`src/rtl/fix_pkg.sv`:
```
// Shared types and constants for the FIX checksum stream checker.
package fix_pkg;

    typedef enum logic [1:0] {
        ST_IDLE   = 2'd0,
        ST_ACCUM  = 2'd1,
        ST_REPORT = 2'd2
    } fix_state_e;

    localparam logic [7:0]  SOH         = 8'h01;
    localparam logic [7:0]  ASCII_0     = 8'h30;
    localparam logic [7:0]  ASCII_1     = 8'h31;
    localparam logic [7:0]  ASCII_9     = 8'h39;
    localparam logic [7:0]  ASCII_EQ    = 8'h3D;
    localparam int unsigned TRAILER_LEN = 7;
    localparam int unsigned HIST_W      = 8 * TRAILER_LEN;

    // True when c is an ASCII decimal digit.
    function automatic logic is_digit(input logic [7:0] c);
        return (c >= ASCII_0) && (c <= ASCII_9);
    endfunction

endpackage

```
`src/rtl/fix_lane_sum.sv`:
```
// Modulo-256 sum of the kept byte lanes of one beat.
module fix_lane_sum #(
    parameter int unsigned BYTES = 1
) (
    input  logic [8*BYTES-1:0] data,
    input  logic [BYTES-1:0]   keep,
    output logic [7:0]         sum_c
);

    // Add every kept lane; the 8-bit accumulator wraps naturally.
    always_comb begin
        sum_c = '0;
        for (int unsigned i = 0; i < BYTES; i++) begin
            if (keep[i]) begin
                sum_c = sum_c + data[8*i +: 8];
            end
        end
    end

endmodule

```
`src/rtl/fix_checksum_stream.sv`:
```
// FIX message checksum checker: sums the message body, decodes the
// "10=ddd<SOH>" trailer and reports the comparison once per message.
// Optional statistics counters are built when FIX_CHECKSUM_STATS_EN is defined.
module fix_checksum_stream
    import fix_pkg::*;
#(
    parameter int unsigned BYTES = 1,
    parameter int unsigned CNT_W = 16
) (
    input  logic               clk,
    input  logic               rst,
    input  logic [8*BYTES-1:0] data_i,
    input  logic [BYTES-1:0]   keep_i,
    input  logic               valid_i,
    input  logic               sop_i,
    input  logic               eop_i,
    output logic               done_o,
    output logic [7:0]         checksum_o,
    output logic [7:0]         rx_checksum_o,
    output logic               match_o,
    output logic               format_err_o,
    output logic [CNT_W-1:0]   good_cnt_o,
    output logic [CNT_W-1:0]   bad_cnt_o
);

    fix_state_e        state, state_nxt;
    logic [7:0]        sum_q;
    logic [HIST_W-1:0] hist_q;
    logic [2:0]        cnt_q;

    logic              take_c, load_c;
    logic [7:0]        lane_sum_c, sum_nxt_c, hist_sum_c, checksum_c, rx_c;
    logic [HIST_W-1:0] hist_nxt_c;
    logic [2:0]        cnt_nxt_c;
    logic [9:0]        dec_c;
    logic              fmt_err_c, match_c;

    fix_lane_sum #(.BYTES(BYTES)) u_lane_sum (
        .data  (data_i),
        .keep  (keep_i),
        .sum_c (lane_sum_c)
    );

    // State register.
    always_ff @(posedge clk) begin
        if (rst) state <= ST_IDLE;
        else     state <= state_nxt;
    end

    // Next-state logic; a sop beat always (re)starts a message.
    always_comb begin
        state_nxt = state;
        case (state)
            ST_IDLE, ST_REPORT: begin
                state_nxt = ST_IDLE;
                if (valid_i && sop_i) state_nxt = eop_i ? ST_REPORT : ST_ACCUM;
            end
            ST_ACCUM: begin
                if (valid_i && eop_i) state_nxt = ST_REPORT;
            end
            default: state_nxt = ST_IDLE;
        endcase
    end

    // Beat acceptance and result-load strobes.
    always_comb begin
        take_c = 1'b0;
        load_c = 1'b0;
        if (valid_i && (sop_i || (state == ST_ACCUM))) begin
            take_c = 1'b1;
            load_c = eop_i;
        end
    end

    // Running sum, history shift and trailer decode for the current beat.
    always_comb begin
        sum_nxt_c  = sop_i ? lane_sum_c : 8'(sum_q + lane_sum_c);
        hist_nxt_c = sop_i ? '0 : hist_q;
        cnt_nxt_c  = sop_i ? 3'd0 : cnt_q;
        for (int unsigned i = 0; i < BYTES; i++) begin
            if (keep_i[i]) begin
                hist_nxt_c = {hist_nxt_c[HIST_W-9:0], data_i[8*i +: 8]};
                if (cnt_nxt_c < 3'(TRAILER_LEN)) cnt_nxt_c = cnt_nxt_c + 3'd1;
            end
        end
        hist_sum_c = '0;
        for (int unsigned j = 0; j < TRAILER_LEN; j++) begin
            hist_sum_c = hist_sum_c + hist_nxt_c[8*j +: 8];
        end
        checksum_c = 8'(sum_nxt_c - hist_sum_c);
        dec_c = 10'(hist_nxt_c[27:24]) * 10'd100 +
                10'(hist_nxt_c[19:16]) * 10'd10 +
                10'(hist_nxt_c[11:8]);
        rx_c = dec_c[7:0];
        fmt_err_c = (cnt_nxt_c < 3'(TRAILER_LEN))  ||
                    (hist_nxt_c[55:48] != ASCII_1)  ||
                    (hist_nxt_c[47:40] != ASCII_0)  ||
                    (hist_nxt_c[39:32] != ASCII_EQ) ||
                    !is_digit(hist_nxt_c[31:24])    ||
                    !is_digit(hist_nxt_c[23:16])    ||
                    !is_digit(hist_nxt_c[15:8])     ||
                    (hist_nxt_c[7:0] != SOH)        ||
                    (dec_c > 10'd255);
        match_c = !fmt_err_c && (checksum_c == rx_c);
    end

    // Accumulators advance on every accepted beat.
    always_ff @(posedge clk) begin
        if (rst) begin
            sum_q  <= '0;
            hist_q <= '0;
            cnt_q  <= '0;
        end else if (take_c) begin
            sum_q  <= sum_nxt_c;
            hist_q <= hist_nxt_c;
            cnt_q  <= cnt_nxt_c;
        end
    end

    // Result registers load on the eop beat and hold until the next one.
    always_ff @(posedge clk) begin
        if (rst) begin
            done_o        <= 1'b0;
            checksum_o    <= '0;
            rx_checksum_o <= '0;
            match_o       <= 1'b0;
            format_err_o  <= 1'b0;
        end else begin
            done_o <= load_c;
            if (load_c) begin
                checksum_o    <= checksum_c;
                rx_checksum_o <= rx_c;
                match_o       <= match_c;
                format_err_o  <= fmt_err_c;
            end
        end
    end

`ifdef FIX_CHECKSUM_STATS_EN
    // Saturating good/bad message counters.
    always_ff @(posedge clk) begin
        if (rst) begin
            good_cnt_o <= '0;
            bad_cnt_o  <= '0;
        end else if (done_o) begin
            if (match_o) begin
                if (good_cnt_o != '1) good_cnt_o <= good_cnt_o + 1'b1;
            end else begin
                if (bad_cnt_o != '1) bad_cnt_o <= bad_cnt_o + 1'b1;
            end
        end
    end
`else
    assign good_cnt_o = '0;
    assign bad_cnt_o  = '0;
`endif

endmodule

```
`config.mk`:
```
export PLATFORM = sky130hd
export DESIGN_NAME = fix_checksum_stream
export DESIGN_NICKNAME = d
export VERILOG_FILES = /design/src/rtl/fix_pkg.sv /design/src/rtl/fix_lane_sum.sv /design/src/rtl/fix_checksum_stream.sv
export SDC_FILE = /design/constraint.sdc
export NUM_CORES = 1
export LEC_CHECK = 0
export ABC_AREA = 1
export BUFFER_PORTS_ARGS = -buffer_cell sky130_fd_sc_hd__buf_2
export CAP_MARGIN = 20
export CELL_PAD_IN_SITES_DETAIL_PLACEMENT = 1
export CELL_PAD_IN_SITES_GLOBAL_PLACEMENT = 1
export CORE_ASPECT_RATIO = 0.5
export CORE_MARGIN = 2
export CORE_UTILIZATION = 35
export DETAILED_ROUTE_END_ITERATION = 16
export GPL_TIMING_DRIVEN = 0
export HOLD_SLACK_MARGIN = 0.08
export PLACE_DENSITY = 0.75
export SYNTH_ARGS = -nofsm -noshare
export SYNTH_HDL_FRONTEND = slang
export SYNTH_HIERARCHICAL = 1
export SYNTH_SLANG_ARGS = --single-unit
```
`constraint.sdc`:
```
create_clock -name clk -period 6 [get_ports clk]
set_input_delay 0.9 -clock clk [delete_from_list [all_inputs] [get_ports clk]]
set_output_delay 0.9 -clock clk [all_outputs]
set_load 0.1 [all_outputs]
```
==> results of run 1 <==
-- worst max-delay path by stage --
stage	startpoint	end	slack, ps	cells past startpoint
2_1_floorplan	sop_i	match_o	30	24
3_3_place_gp	sop_i	match_o	-1400	27
3_5_place_dp	sop_i	match_o	-1550	27
4_1_cts	sop_i	match_o	30	25
5_1_grt	sop_i	match_o	-120	27
6_report	sop_i	match_o	200	27
-- timing repair --
action / CTS / global route
endpoints found under the hold margin: 0 / 0
gates cloned: 0 / 0
buffers inserted: 0 / 6
endpoints found under the setup margin: 7 / 2
resized for setup: 20 / 24
pin swaps: 0 / 5
-- where the power goes --
group	leakage [uW]	switching, uW	internal, uW	total (uW)
clock network	0.000142	281	327	608
registers	0.000721	22.7	623	645
logic	0.00340	998	574	1570
total	0.00426	1300	1520	2830
-- placed cells by master, fill, tap and decap left out, types with 11 or more instances in the layout --
master and count:
inv_1 158, xor2_1 17, fa_1 42, o21ai_1 20, clkbuf_1 20, dfxtp_1 88
o21ai_0 61, buf_4 43, nand2_1 236, buf_2 34, a21oi_1 75, nor2_1 72
ha_1 48, conb_1 32, buf_6 11, nand3_1 60
-- cell type report --
| class | instances | area [sq um] |
|---|---|---|
| plain buffers | 79 | 569 |
| flip-flops and latches | 88 | 1760 |
| clock inverters | 7 | 80.1 |
| fillers | 2667 | 12100 |
| clock buffers | 9 | 225 |
| repair buffers | 37 | 200 |
| multi-input cells | 753 | 4680 |
| well taps | 273 | 342 |
| inverters | 165 | 629 |
-- registers in the layout (all words and copies together), names as in the netlist --
| name | cells |
|---|---|
| rx_checksum_o | 8 |
| sum_q | 8 |
| done_o | 1 |
| hist_q | 56 |
| checksum_o | 8 |
| match_o | 1 |
| state | 2 |
| format_err_o | 1 |
| cnt_q | 3 |
-- worst reg2reg max path: cells and delay by family (launching register included) --
family          cells  cell delay, ps
buf+inv             3             220
fa+ha+maj           6            2610
compound gates      5             820
simple gates       13            1120
flops               1             320
-- stage by stage --
stage               total power, uW  utilization, %  instances  area (sq um)
finish                         2830            41.2       1411          8490
global route                   3040            41.2       1411          8490
CTS                            2670            40.5       1405          8340
detailed placement             2030            38.8       1390          7990
global placement               1980            38.8       1390          7990
floorplan                      1700               -       1086          7490
-- cell families after synthesis --
family,count (synthesis)
and+or+nand+nor,399
other,1
xor gates and xnor gates,24
DFF,88
AOI/OAI and AO/OA,206
buffers and inverters,245
adders and majority gates,92
-- per-layer routing --
layer,share of wire (%),up-vias,GRT usage (%),wire (um)
met5,0,-,0,0
met4,2.3,0,7.19,617
met3,6.4,37,5.07,1710
met2,44,198,39.7,11800
met1,47,3544,33.8,12400
li1,-,3454,-,-
==> impl_metrics.json, run 1 <==
{
  "synth_simple_gate_area_share_pct": 22.3,
  "yosysSeqAreaShare_pct": 23.9,
  "placeableCoreArea_sq_um": 20600,
  "h-tree-depth": 3,
  "grtUsageTotal_pct": 24.8,
  "routedWlPerCell_um": 18.8,
  "crit_fanout": 10,
  "cts_tree": "done",
  "die_area_sq_um": 22300,
  "first_pass_iters": 5,
  "status": "complete, no violations",
  "period_needed_ps": 5800,
  "layout.nets": 1239,
  "muxShareOfSynthArea_pct": 0,
  "synthXorXnorAreaFrac_pct": 2.85,
  "crit_path_max_incr_delay_ps": 590,
  "yosys.area.top_type": "dfxtp_1",
  "grt_pass1_vias": 7500,
  "fin_crit_sh_pct": 96.6,
  "syn2layout_area_growth_pct": 15.0,
  "drt-vias-per-instance": 5.13,
  "grt_overflow_total": 0,
  "synth_warnings": 6,
  "power_density_nw_per_um2": 333,
  "reg2reg_from": "sum_q[0]",
  "reg2reg_depth": 27,
  "skew_ps": 12.8,
  "clock_latency_ps": 370,
  "path_class": "input pin to register",
  "grt_pass1_wl_um": 41700,
  "synthCells": 1055,
  "p_leak_uw": 0.00426,
  "hp-class": "register to register",
  "synth_edf_count": 0,
  "fp-row-count": 37,
  "portBuffers": 31,
  "end_kind": "register",
  "vias": 7233,
  "ys_seq_elements": 88,
  "yosys_most_used_dff": "dfxtp_1",
  "drive_gt1_share_pct": 12.6,
  "die_height_um": 107,
  "synth_compound_area_share_pct": 15.2,
  "fin_ws_ps": 202,
  "netlist_area_sq_um": 7380,
  "wl_um": 26500,
  "ant_nets": 0,
  "reg2reg_setup_slack_ps": 750,
  "drv_cap": 0,
  "drc": 0,
  "drv_slew": 0,
  "yosys-top-cells-area": "dfxtp_1 24%, nand2_1 12%, fa_1 12%",
  "slew_headroom_pct": 42.6,
  "cp_top_family": "adder cells",
  "final_hold_viol_count": 0,
  "setup_viol": 0,
  "synthArstFlopShare_pct": 0,
  "start_util_pct": 35.8,
  "peakVddDrop_v": 0.000169,
  "synth_top_area_share_pct": 23.9,
  "yosys.cell_count.top_type": "nand2_1",
  "pre_cts_slack_ps": -1550,
  "timing.hold.ws_ps": 461,
  "gp_congestion": 0.923,
  "synth_top_family_by_area": "simple AND/OR/NAND/NOR gates",
  "final.setup.tns_ps": 0,
  "tritoncts.num_buffers": 9,
  "drtIter0Drc": 577,
  "clock.fmax_mhz": 172,
  "worstPathRequired_ps": 6210,
  "cts_hold_buffers": 0,
  "reg2reg_to": "match_o",
  "antennaDiodeCount": 0,
  "antenna_found_initial": 1,
  "path_buf_inv": 9,
  "min_path_cells": 2,
  "holdCritStartpoint": "hist_q[1]",
  "ys_types": 39,
  "cts.sinks": 88,
  "clk_pin_slew_ps": 70,
  "min_to": "hist_q[1]",
  "root_buffer": "clkbuf_16",
  "synth_fa_ha_area_share_pct": 20.0,
  "synthTopCellsByCount": "237 x nand2_1, 161 x inv_1, 88 x dfxtp_1, 79 x a21oi_1, 72 x nor2_1",
  "start_kind": "input pin",
  "io_pins": 65,
  "worst_pin_slew_ps": 862,
  "grt_max_degree": 20,
  "cp_slowest_cell": "fa_1",
  "hpwl_um": 20500,
  "clockBufferDepth": 2,
  "arrival_ps": 6010,
  "avgSynthCellArea_sq_um": 6.99,
  "fp.dieW_um": 209
}
Note: power is estimated with default switching activity, not from simulation.
==> inputs of run 2 (changes only) <==
- CORE_UTILIZATION: 35 -> 39
- PLACE_DENSITY: 0.75 -> 0.82
==> impl_metrics.json, run 2 (same netlist as run 1, synthesis figures left out) <==
{
  "status": "complete, no violations",
  "wl_um": 26800,
  "end_kind": "register",
  "grt_pass1_wl_um": 41000,
  "first_pass_iters": 5,
  "period_needed_ps": 5770,
  "start_kind": "input pin",
  "peakVddDrop_v": 0.000227,
  "drt-vias-per-instance": 5.29,
  "grt_max_degree": 20,
  "die_area_sq_um": 20100,
  "worstPathRequired_ps": 6280,
  "routedWlPerCell_um": 19.3,
  "io_pins": 65,
  "layout.nets": 1235,
  "drc": 0,
  "finalInstanceArea_sq_um": 8460,
  "die_height_um": 101,
  "pwr-share-clk_pct": 22.9,
  "largest_reg_flops": 56,
  "stdcell_count": 1393,
  "slew_headroom_pct": 36.7,
  "switching_share_pct": 46.3,
  "cp_slowest_cell": "fa_1",
  "p_int_uw": 1520,
  "antennaDiodeCount": 0,
  "cts.sinks": 88,
  "hpwl_um": 20500,
  "drv_slew": 0,
  "p_leak_uw": 0.00426,
  "gp_congestion": 0.945,
  "placeableCoreArea_sq_um": 18500,
  "grt_use_met1_pct": 34.8,
  "crit_path_max_incr_delay_ps": 550,
  "path_class": "input pin to register",
  "portBuffers": 31,
  "clockBufferDepth": 2,
  "final_cell_mix": "237 x nand2_1, 159 x inv_1, 88 x dfxtp_1",
  "multi_input_area_sq_um": 4680,
  "crit_top_cell": "fa_1",
  "syn2layout_area_growth_pct": 14.7,
  "root_buffer": "clkbuf_16",
  "vias": 7374,
  "setup_viol": 0,
  "fp.dieW_um": 198,
  "final_hold_viol_count": 0,
  "busiest_layer": "met2",
  "p_comb_share_pct": 54.3,
  "fin_ws_ps": 232,
  "pre_cts_slack_ps": -1520,
  "antenna_found_initial": 0,
  "arrival_ps": 6050,
  "worst_pin_slew_ps": 945,
  "placed_area_sq_um": 7970,
  "largest-register": "hist_q",
  "drtIter0Drc": 520,
  "cts_tree": "done",
  "clock.fmax_mhz": 173,
  "grt_overflow_total": 0,
  "clock_latency_ps": 360,
  "start_util_pct": 39.9,
  "tritoncts.num_buffers": 9,
  "grtUsageMet2_pct": 45.9,
  "power.net_switching_uw": 1310,
  "h-tree-depth": 3,
  "skew_ps": 10.4,
  "seqCellArea_sq_um": 1760,
  "clk_pin_slew_ps": 70,
  "grtUsageTotal_pct": 27.1,
  "power_density_nw_per_um2": 336,
  "grt_use_met3_pct": 5.99,
  "timing.hold.ws_ps": 462,
  "fin_crit_sh_pct": 96.1,
  "hp-class": "register to register",
  "fp-row-count": 35,
  "drv_cap": 0,
  "p_seq_share_pct": 22.8,
  "ant_nets": 0,
  "grt_pass1_vias": 7510,
  "crit_fanout": 10,
  "layout_commonest_cell": "nand2_1",
  "dp_cells": 1376,
  "drive_gt1_share_pct": 12.0,
  "n_fill_cell": 2425
}
## run 2: area by class of cell
class	count	area share (%)
Sequential cell	88	20.8
Inverter	165	7.44
Clock buffer	9	2.66
Buffer	79	6.74
Tap cell	259	3.83
Multi-Input combinational cell	753	55.3
Timing Repair Buffer	33	2.01
Clock inverter	7	1.21
## run 2: path summary, 6_finish.rpt
| path | startpoint | to | slack (ps) | depth (start not counted) |
|---|---|---|---|---|
| setup / recovery | sop_i | match_o | 230 | 25 |
| hold / removal | hist_q[49] | hist_q[49] | 460 | 2 |
| setup reg to reg | sum_q[0] | match_o | 800 | 25 |
| hold reg to reg | hist_q[49] | hist_q[49] | 460 | 2 |
## run 2: critical path: cells and delay by family
| family | cells | cell delay [ps] |
|---|---|---|
| AO/OA/AOI/OAI | 3 | 510 |
| XOR/XNOR | 2 | 360 |
| adder cells (fa/ha/maj) | 5 | 2490 |
| buffers and inverters | 8 | 1000 |
| AND/OR/NAND/NOR | 7 | 760 |
## run 2: power by group through the flow
stage               Combinational, uW  Clock [uW]  Sequential, uW
floorplan                         966           0             729
global placement                 1320           0             656
detailed placement               1380           0             659
CTS                              1430         654             646
global route                     1690         673             650
finish                           1540         650             646
## run 2: layer usage
metal / routed length [um] / up-vias
met4: 825 / 0
met2: 12200 / 289
met5: 0 / -
li1: - / 3443
met1: 11600 / 3589
met3: 2160 / 53
## run 2: stage by stage
| step | power [uW] | util [%] | setup TNS (ps) |
|---|---|---|---|
| 2_1_floorplan | 1700 | - | 0 |
| 3_3_place_gp | 1970 | 43.1 | -5660 |
| 3_5_place_dp | 2040 | 43.1 | -6910 |
| 4_1_cts | 2730 | 45.2 | 0 |
| 5_1_grt | 3010 | 45.8 | -5.22 |
| 6_report | 2840 | 45.8 | 0 |
## run 2: timing repair
item	4_1_cts	5_1_grt
pin swaps	0	3
endpoints found under the hold margin	0	0
setup buffers	0	2
hold buffers	0	0
setup endpoints to repair	7	2
gates resized for setup	21	19
